**src/rtl/pipe_defs.sv**
```systemverilog
// Shared encodings for the pipeline hazard logic: Tuse/Tnew codes, mult/div
// sequencer states and default unit latencies.
package pipe_defs;

    localparam logic [1:0] T_NONE = 2'd0;
    localparam logic [1:0] T_ALU  = 2'd1;
    localparam logic [1:0] T_LOAD = 2'd2;

    localparam int DEF_MULT_CYCLES = 5;
    localparam int DEF_DIV_CYCLES  = 10;
    localparam int DEF_CNT_W       = 4;

    typedef enum logic {
        MD_IDLE = 1'b0,
        MD_BUSY = 1'b1
    } md_state_e;

    // One pipeline stage of progress toward result availability; saturates at T_NONE.
    function automatic logic [1:0] tnew_dec(input logic [1:0] t);
        return (t == T_NONE) ? T_NONE : (t - 2'd1);
    endfunction

endpackage

```
**src/rtl/md_busy_ctr.sv**
```systemverilog
// Mult/div busy sequencer: counts the unit's remaining busy cycles after an
// operation enters E. busy is combinational so the E cycle itself counts.
module md_busy_ctr
    import pipe_defs::*;
#(
    parameter int MULT_CYCLES = DEF_MULT_CYCLES,
    parameter int DIV_CYCLES  = DEF_DIV_CYCLES,
    parameter int CNT_W       = DEF_CNT_W
) (
    input  logic clk,
    input  logic reset,
    input  logic md_start,
    input  logic md_div,
    output logic busy
);

    md_state_e        state_r;
    md_state_e        state_nxt_s;
    logic [CNT_W-1:0] cnt_r;
    logic [CNT_W-1:0] cnt_nxt_s;
    logic [CNT_W-1:0] load_s;

    assign load_s = md_div ? CNT_W'(DIV_CYCLES) : CNT_W'(MULT_CYCLES);

    // State and counter register.
    always_ff @(posedge clk) begin
        if (reset) begin
            state_r <= MD_IDLE;
            cnt_r   <= '0;
        end else begin
            state_r <= state_nxt_s;
            cnt_r   <= cnt_nxt_s;
        end
    end

    // Next-state and counter logic; a start seen while busy reloads the count.
    always_comb begin
        state_nxt_s = state_r;
        cnt_nxt_s   = cnt_r;
        case (state_r)
            MD_IDLE: begin
                if (md_start) begin
                    cnt_nxt_s   = load_s;
                    state_nxt_s = MD_BUSY;
                end else begin
                    cnt_nxt_s   = '0;
                end
            end
            MD_BUSY: begin
                if (md_start) begin
                    cnt_nxt_s = load_s;
                end else if (cnt_r == CNT_W'(1)) begin
                    cnt_nxt_s   = '0;
                    state_nxt_s = MD_IDLE;
                end else begin
                    cnt_nxt_s = cnt_r - CNT_W'(1);
                end
            end
            default: begin
                cnt_nxt_s   = '0;
                state_nxt_s = MD_IDLE;
            end
        endcase
    end

    assign busy = md_start || (state_r == MD_BUSY);

endmodule

```
**src/rtl/hazard_stall_ctrl.sv**
```systemverilog
// Stall/bubble controller for the 5-stage pipeline (Tuse/Tnew scheme).
// Optional mult/div sequencing is enabled by defining MD_UNIT_EN.
module hazard_stall_ctrl
    import pipe_defs::*;
#(
    parameter int MULT_CYCLES = DEF_MULT_CYCLES,
    parameter int DIV_CYCLES  = DEF_DIV_CYCLES,
    parameter int CNT_W       = DEF_CNT_W
) (
    input  logic       clk,
    input  logic       reset,
    input  logic [4:0] RS_D,
    input  logic [4:0] RT_D,
    input  logic [1:0] Tuse_rs,
    input  logic [1:0] Tuse_rt,
    input  logic [4:0] A3_D,
    input  logic [1:0] Tnew_D,
    input  logic       md_start_E,
    input  logic       md_div_E,
    input  logic       md_use_D,
    output logic       stall,
    output logic       flush_E,
    output logic       md_busy
);

    logic [4:0] a3_e_r;
    logic [4:0] a3_m_r;
    logic [1:0] tnew_e_r;
    logic [1:0] tnew_m_r;
    logic       stall_rs_s;
    logic       stall_rt_s;
    logic       stall_md_s;
    logic       md_busy_s;
    logic       stall_s;

    // Shadow copies of E/M destinations; a stall turns the E entry into a bubble.
    always_ff @(posedge clk) begin
        if (reset) begin
            a3_e_r   <= 5'd0;
            tnew_e_r <= T_NONE;
            a3_m_r   <= 5'd0;
            tnew_m_r <= T_NONE;
        end else begin
            a3_m_r   <= a3_e_r;
            tnew_m_r <= tnew_dec(tnew_e_r);
            if (stall_s) begin
                a3_e_r   <= 5'd0;
                tnew_e_r <= T_NONE;
            end else begin
                a3_e_r   <= A3_D;
                tnew_e_r <= Tnew_D;
            end
        end
    end

    // Register-hazard detection; $0 is hard-wired and never creates a dependency.
    always_comb begin
        stall_rs_s = 1'b0;
        stall_rt_s = 1'b0;
        if (RS_D != 5'd0) begin
            stall_rs_s = ((RS_D == a3_e_r) && (Tuse_rs < tnew_e_r)) ||
                         ((RS_D == a3_m_r) && (Tuse_rs < tnew_m_r));
        end else begin
            stall_rs_s = 1'b0;
        end
        if (RT_D != 5'd0) begin
            stall_rt_s = ((RT_D == a3_e_r) && (Tuse_rt < tnew_e_r)) ||
                         ((RT_D == a3_m_r) && (Tuse_rt < tnew_m_r));
        end else begin
            stall_rt_s = 1'b0;
        end
    end

`ifdef MD_UNIT_EN
    md_busy_ctr #(
        .MULT_CYCLES (MULT_CYCLES),
        .DIV_CYCLES  (DIV_CYCLES),
        .CNT_W       (CNT_W)
    ) u_md_busy_ctr (
        .clk      (clk),
        .reset    (reset),
        .md_start (md_start_E),
        .md_div   (md_div_E),
        .busy     (md_busy_s)
    );

    assign stall_md_s = md_use_D && md_busy_s;
`else
    logic md_unused_s;

    assign md_unused_s = md_start_E ^ md_div_E ^ md_use_D;
    assign md_busy_s   = 1'b0;
    assign stall_md_s  = 1'b0;
`endif

    assign stall_s = stall_rs_s || stall_rt_s || stall_md_s;
    assign stall   = stall_s;
    assign flush_E = stall_s;
    assign md_busy = md_busy_s;

endmodule

```
**config.mk**
```make
export PLATFORM = sky130hd
export DESIGN_NAME = hazard_stall_ctrl
export DESIGN_NICKNAME = d
export VERILOG_FILES = /design/src/rtl/pipe_defs.sv /design/src/rtl/md_busy_ctr.sv /design/src/rtl/hazard_stall_ctrl.sv
export SDC_FILE = /design/constraint.sdc
export NUM_CORES = 1
export LEC_CHECK = 0
export CAP_MARGIN = 25
export CELL_PAD_IN_SITES_DETAIL_PLACEMENT = 2
export CELL_PAD_IN_SITES_GLOBAL_PLACEMENT = 2
export CORE_MARGIN = 1.5
export CORE_UTILIZATION = 27
export DETAILED_ROUTE_END_ITERATION = 10
export HOLD_SLACK_MARGIN = 0.02
export PLACE_DENSITY_LB_ADDON = 0.1
export SYNTH_ARGS = -nofsm -noshare
export SYNTH_HDL_FRONTEND = slang
export SYNTH_SLANG_ARGS = --single-unit
```
**constraint.sdc**
```tcl
create_clock -name clk -period 3.4 [get_ports clk]
set_input_delay 0.68 -clock clk [delete_from_list [all_inputs] [get_ports clk]]
set_output_delay 0.68 -clock clk [all_outputs]
set_load 0.005 [all_outputs]
```
==> results.txt <==
FF-to-FF path depth: 8
FF+latch count, synth: 14
Mapped Area: 796 sq um
crit end category: output pin
number of synthesized flops with an enable pin: 0
Die W: 57.3 um
Detail Route Antenna Nets: 0
clock latency on the worst-skew pair: 0.28 ns
residual DRC count: 0
largest net degree at the start of global routing: 15
Pint: 0.000297 W
Gate Count Post-Synth: 81
MaxCap Viol Count: 0
share of post-route cells with drive strength above 1: 17.7%
CTS tree: yes
hold path start: tnew_e_r[0]
Clock H-tree levels: 1
Power Dens Cells: 331 mW/mm^2
CTS root buf: clkbuf_4
most frequent cells in the layout: 16 x clkdlybuf4s50_1, 14 x xor2_1, 14 x dfxtp_1
synth warn: 0
clock tree buffer depth: 2
r2r setup slk: 1.56 ns
unique cell type count in the Yosys netlist: 21
Layout area overhead: 52.8%
core area: 0.00278 sq mm
DR WL/cell: 14.9 um
Data arrival, critical path: 2.30 ns
DR vias/cell: 4.84
first-pass GRT wire length: 3690 um
P_leak: 0.509 nW
Total Wirelength: 2150 um
most common library cell in the layout ignoring fill and taps: clkdlybuf4s50_1
Mapped Nets: 112
RR Startpoint: tnew_m_r[1]
top fanout value on the critical path: 2
final core utilization: 43.7%
hpwl dp: 1820 um
IO Port Bufs: 24
Overall Power: 0.000403 W
Top FF cell, synth: dfxtp_1
maximum VDD drop: 0.000237 V
full die area: 0.00328 sq mm
I/O pins: 29
setup TNS: 0 ns
Sequential Power Share: 45.4%
Setup-failing EPs final: 0
post-synthesis async set-or-reset flop share: 0%
cts hold-fix bufs: 0
Rows: 19
Setup crit start kind: input pin
ranking of synthesized cells by area: dfxtp_1 35%, xor2_1 15%, ha_1 7.9%
WHS Endpoint: tnew_m_r[0]
ANT cells: 0
Min-Delay Path Class: reg2reg
Psw: 0.000106 W
CTS sink cnt: 14
Final Max Slew Viols: 0
number of cells on the worst hold path: 1
total global routing overflow: 0
routability cong.: 0.778
Crit Reg-Reg Endpoint: a3_e_r[1]
CTS buffer count: 3
Initial Utilization: 28.6%
post-synth top area share: 35.2%
post-synth top area cell: dfxtp_1
clock network fraction of total power: 29.5%
top achievable clock speed: 335 MHz
All-Layer GR Usage: 15.3%
via count: 697
CP Class: in2out
Comb power frac: 25.1%
vias in the first global route: 811
Sw Share: 26.4%
Clk pin slew, worst setup/hold paths: 0.08 ns
Die H: 57.3 um
Iter 0 DRT Violations: 8
status: finished clean
RSZ-0062 raised after global routing: no
post-synthesis sequential area ratio: 35.2%
Post-layout nets: 145
antenna violations before repair: 0
post-route minimum period: 2.98 ns
worst endpoint required time: 2.72 ns
final hold viol count: 0
syn avg cell area: 9.82 sq um
DRT Pass-1 Iters: 2
clock skew: 0.00441 ns
Final Hold Slack: 0.425 ns
Final period util: 87.7%
## worst max-delay path, stage by stage
cell and delay [ns]:
clkdlybuf4s50_1 0.44, xor2_1 0.18, a2111oi_4 0.34, nand4_1 0.17, a21oi_2 0.21, or2_1 0.16
dlymetal6s2s_1 0.13
## area by class of cell
type,count,area [sq um]
inverter,3,11.3
multi-input combinational,61,556
timing repair buffer,31,294
clock buffer,4,36.3
sequential,14,280
tap,31,38.8
fill,311,1570
## stage by stage
stage          instances  worst slack, ns  instance area (sq um)
6_report             144            0.419                   1220
5_1_grt              144            0.312                   1220
4_1_cts              144          0.00501                   1200
3_5_place_dp         138           -0.153                   1090
3_3_place_gp         138          -0.0446                   1090
2_1_floorplan         81            0.780                    796
## state kept, by name, indices dropped and copies added, names as in the netlist
name      flops
tnew_e_r      2
a3_e_r        5
a3_m_r        5
tnew_m_r      2
## power groups by stage
stage | clock network, W | registers [W] | logic [W]
after global routing | 0.000130 | 0.000185 | 0.000112
after floorplan | 0 | 0.000184 | 0.0000441
after global placement | 0 | 0.000186 | 0.0000869
after detailed placement | 0 | 0.000187 | 0.0000903
final | 0.000119 | 0.000183 | 0.000101
after CTS | 0.000124 | 0.000183 | 0.000102
## Yosys cell counts, types with 2 or more instances
cell type	instances
nor4_1	2
a2111oi_2	2
buf_4	2
nor4b_1	7
dfxtp_1	14
a21oi_2	2
nand3_1	2
o21ai_0	2
nand2b_1	2
xor2_1	14
inv_1	3
nor3_1	2
or4_1	2
nand4_1	2
ha_1	5
nor2b_1	5
xnor2_1	6
nor2_1	4
## worst max-delay path by stage
stage / start / end / cells past startpoint
2_1_floorplan: Tuse_rt[1] / stall / 6
3_3_place_gp: Tuse_rt[1] / flush_E / 7
3_5_place_dp: Tuse_rt[1] / flush_E / 7
4_1_cts: RT_D[0] / flush_E / 7
5_1_grt: RT_D[0] / flush_E / 8
6_report: RT_D[0] / flush_E / 7
## kinds of logic after synthesis
kind of cell / share of synthesized area (%)
buffers and inverters: 3.77
other: 0.471
and+or+nand+nor: 23.4
AOI/OAI and AO/OA: 7.23
xor gates and xnor gates: 22.0
adders and majority gates: 7.86
DFF: 35.2
## layer usage
| layer | up-vias | wire (um) | GRT usage [%] | part of all wire [%] |
|---|---|---|---|---|
| li1 | 343 | - | - | - |
| met1 | 320 | 917 | 17.8 | 43 |
| met2 | 25 | 1040 | 25.8 | 48 |
| met3 | 9 | 93 | 1.59 | 4.3 |
| met4 | 0 | 99 | 11.6 | 4.6 |
| met5 | - | 0 | 0 | 0 |
## repair_timing
action                     4_1_cts  5_1_grt
buffers inserted                 2        0
setup endpoints to repair        2        2
pin swaps                        7        1
gates resized for setup         11        4
Power figures use the tool's default switching activity.
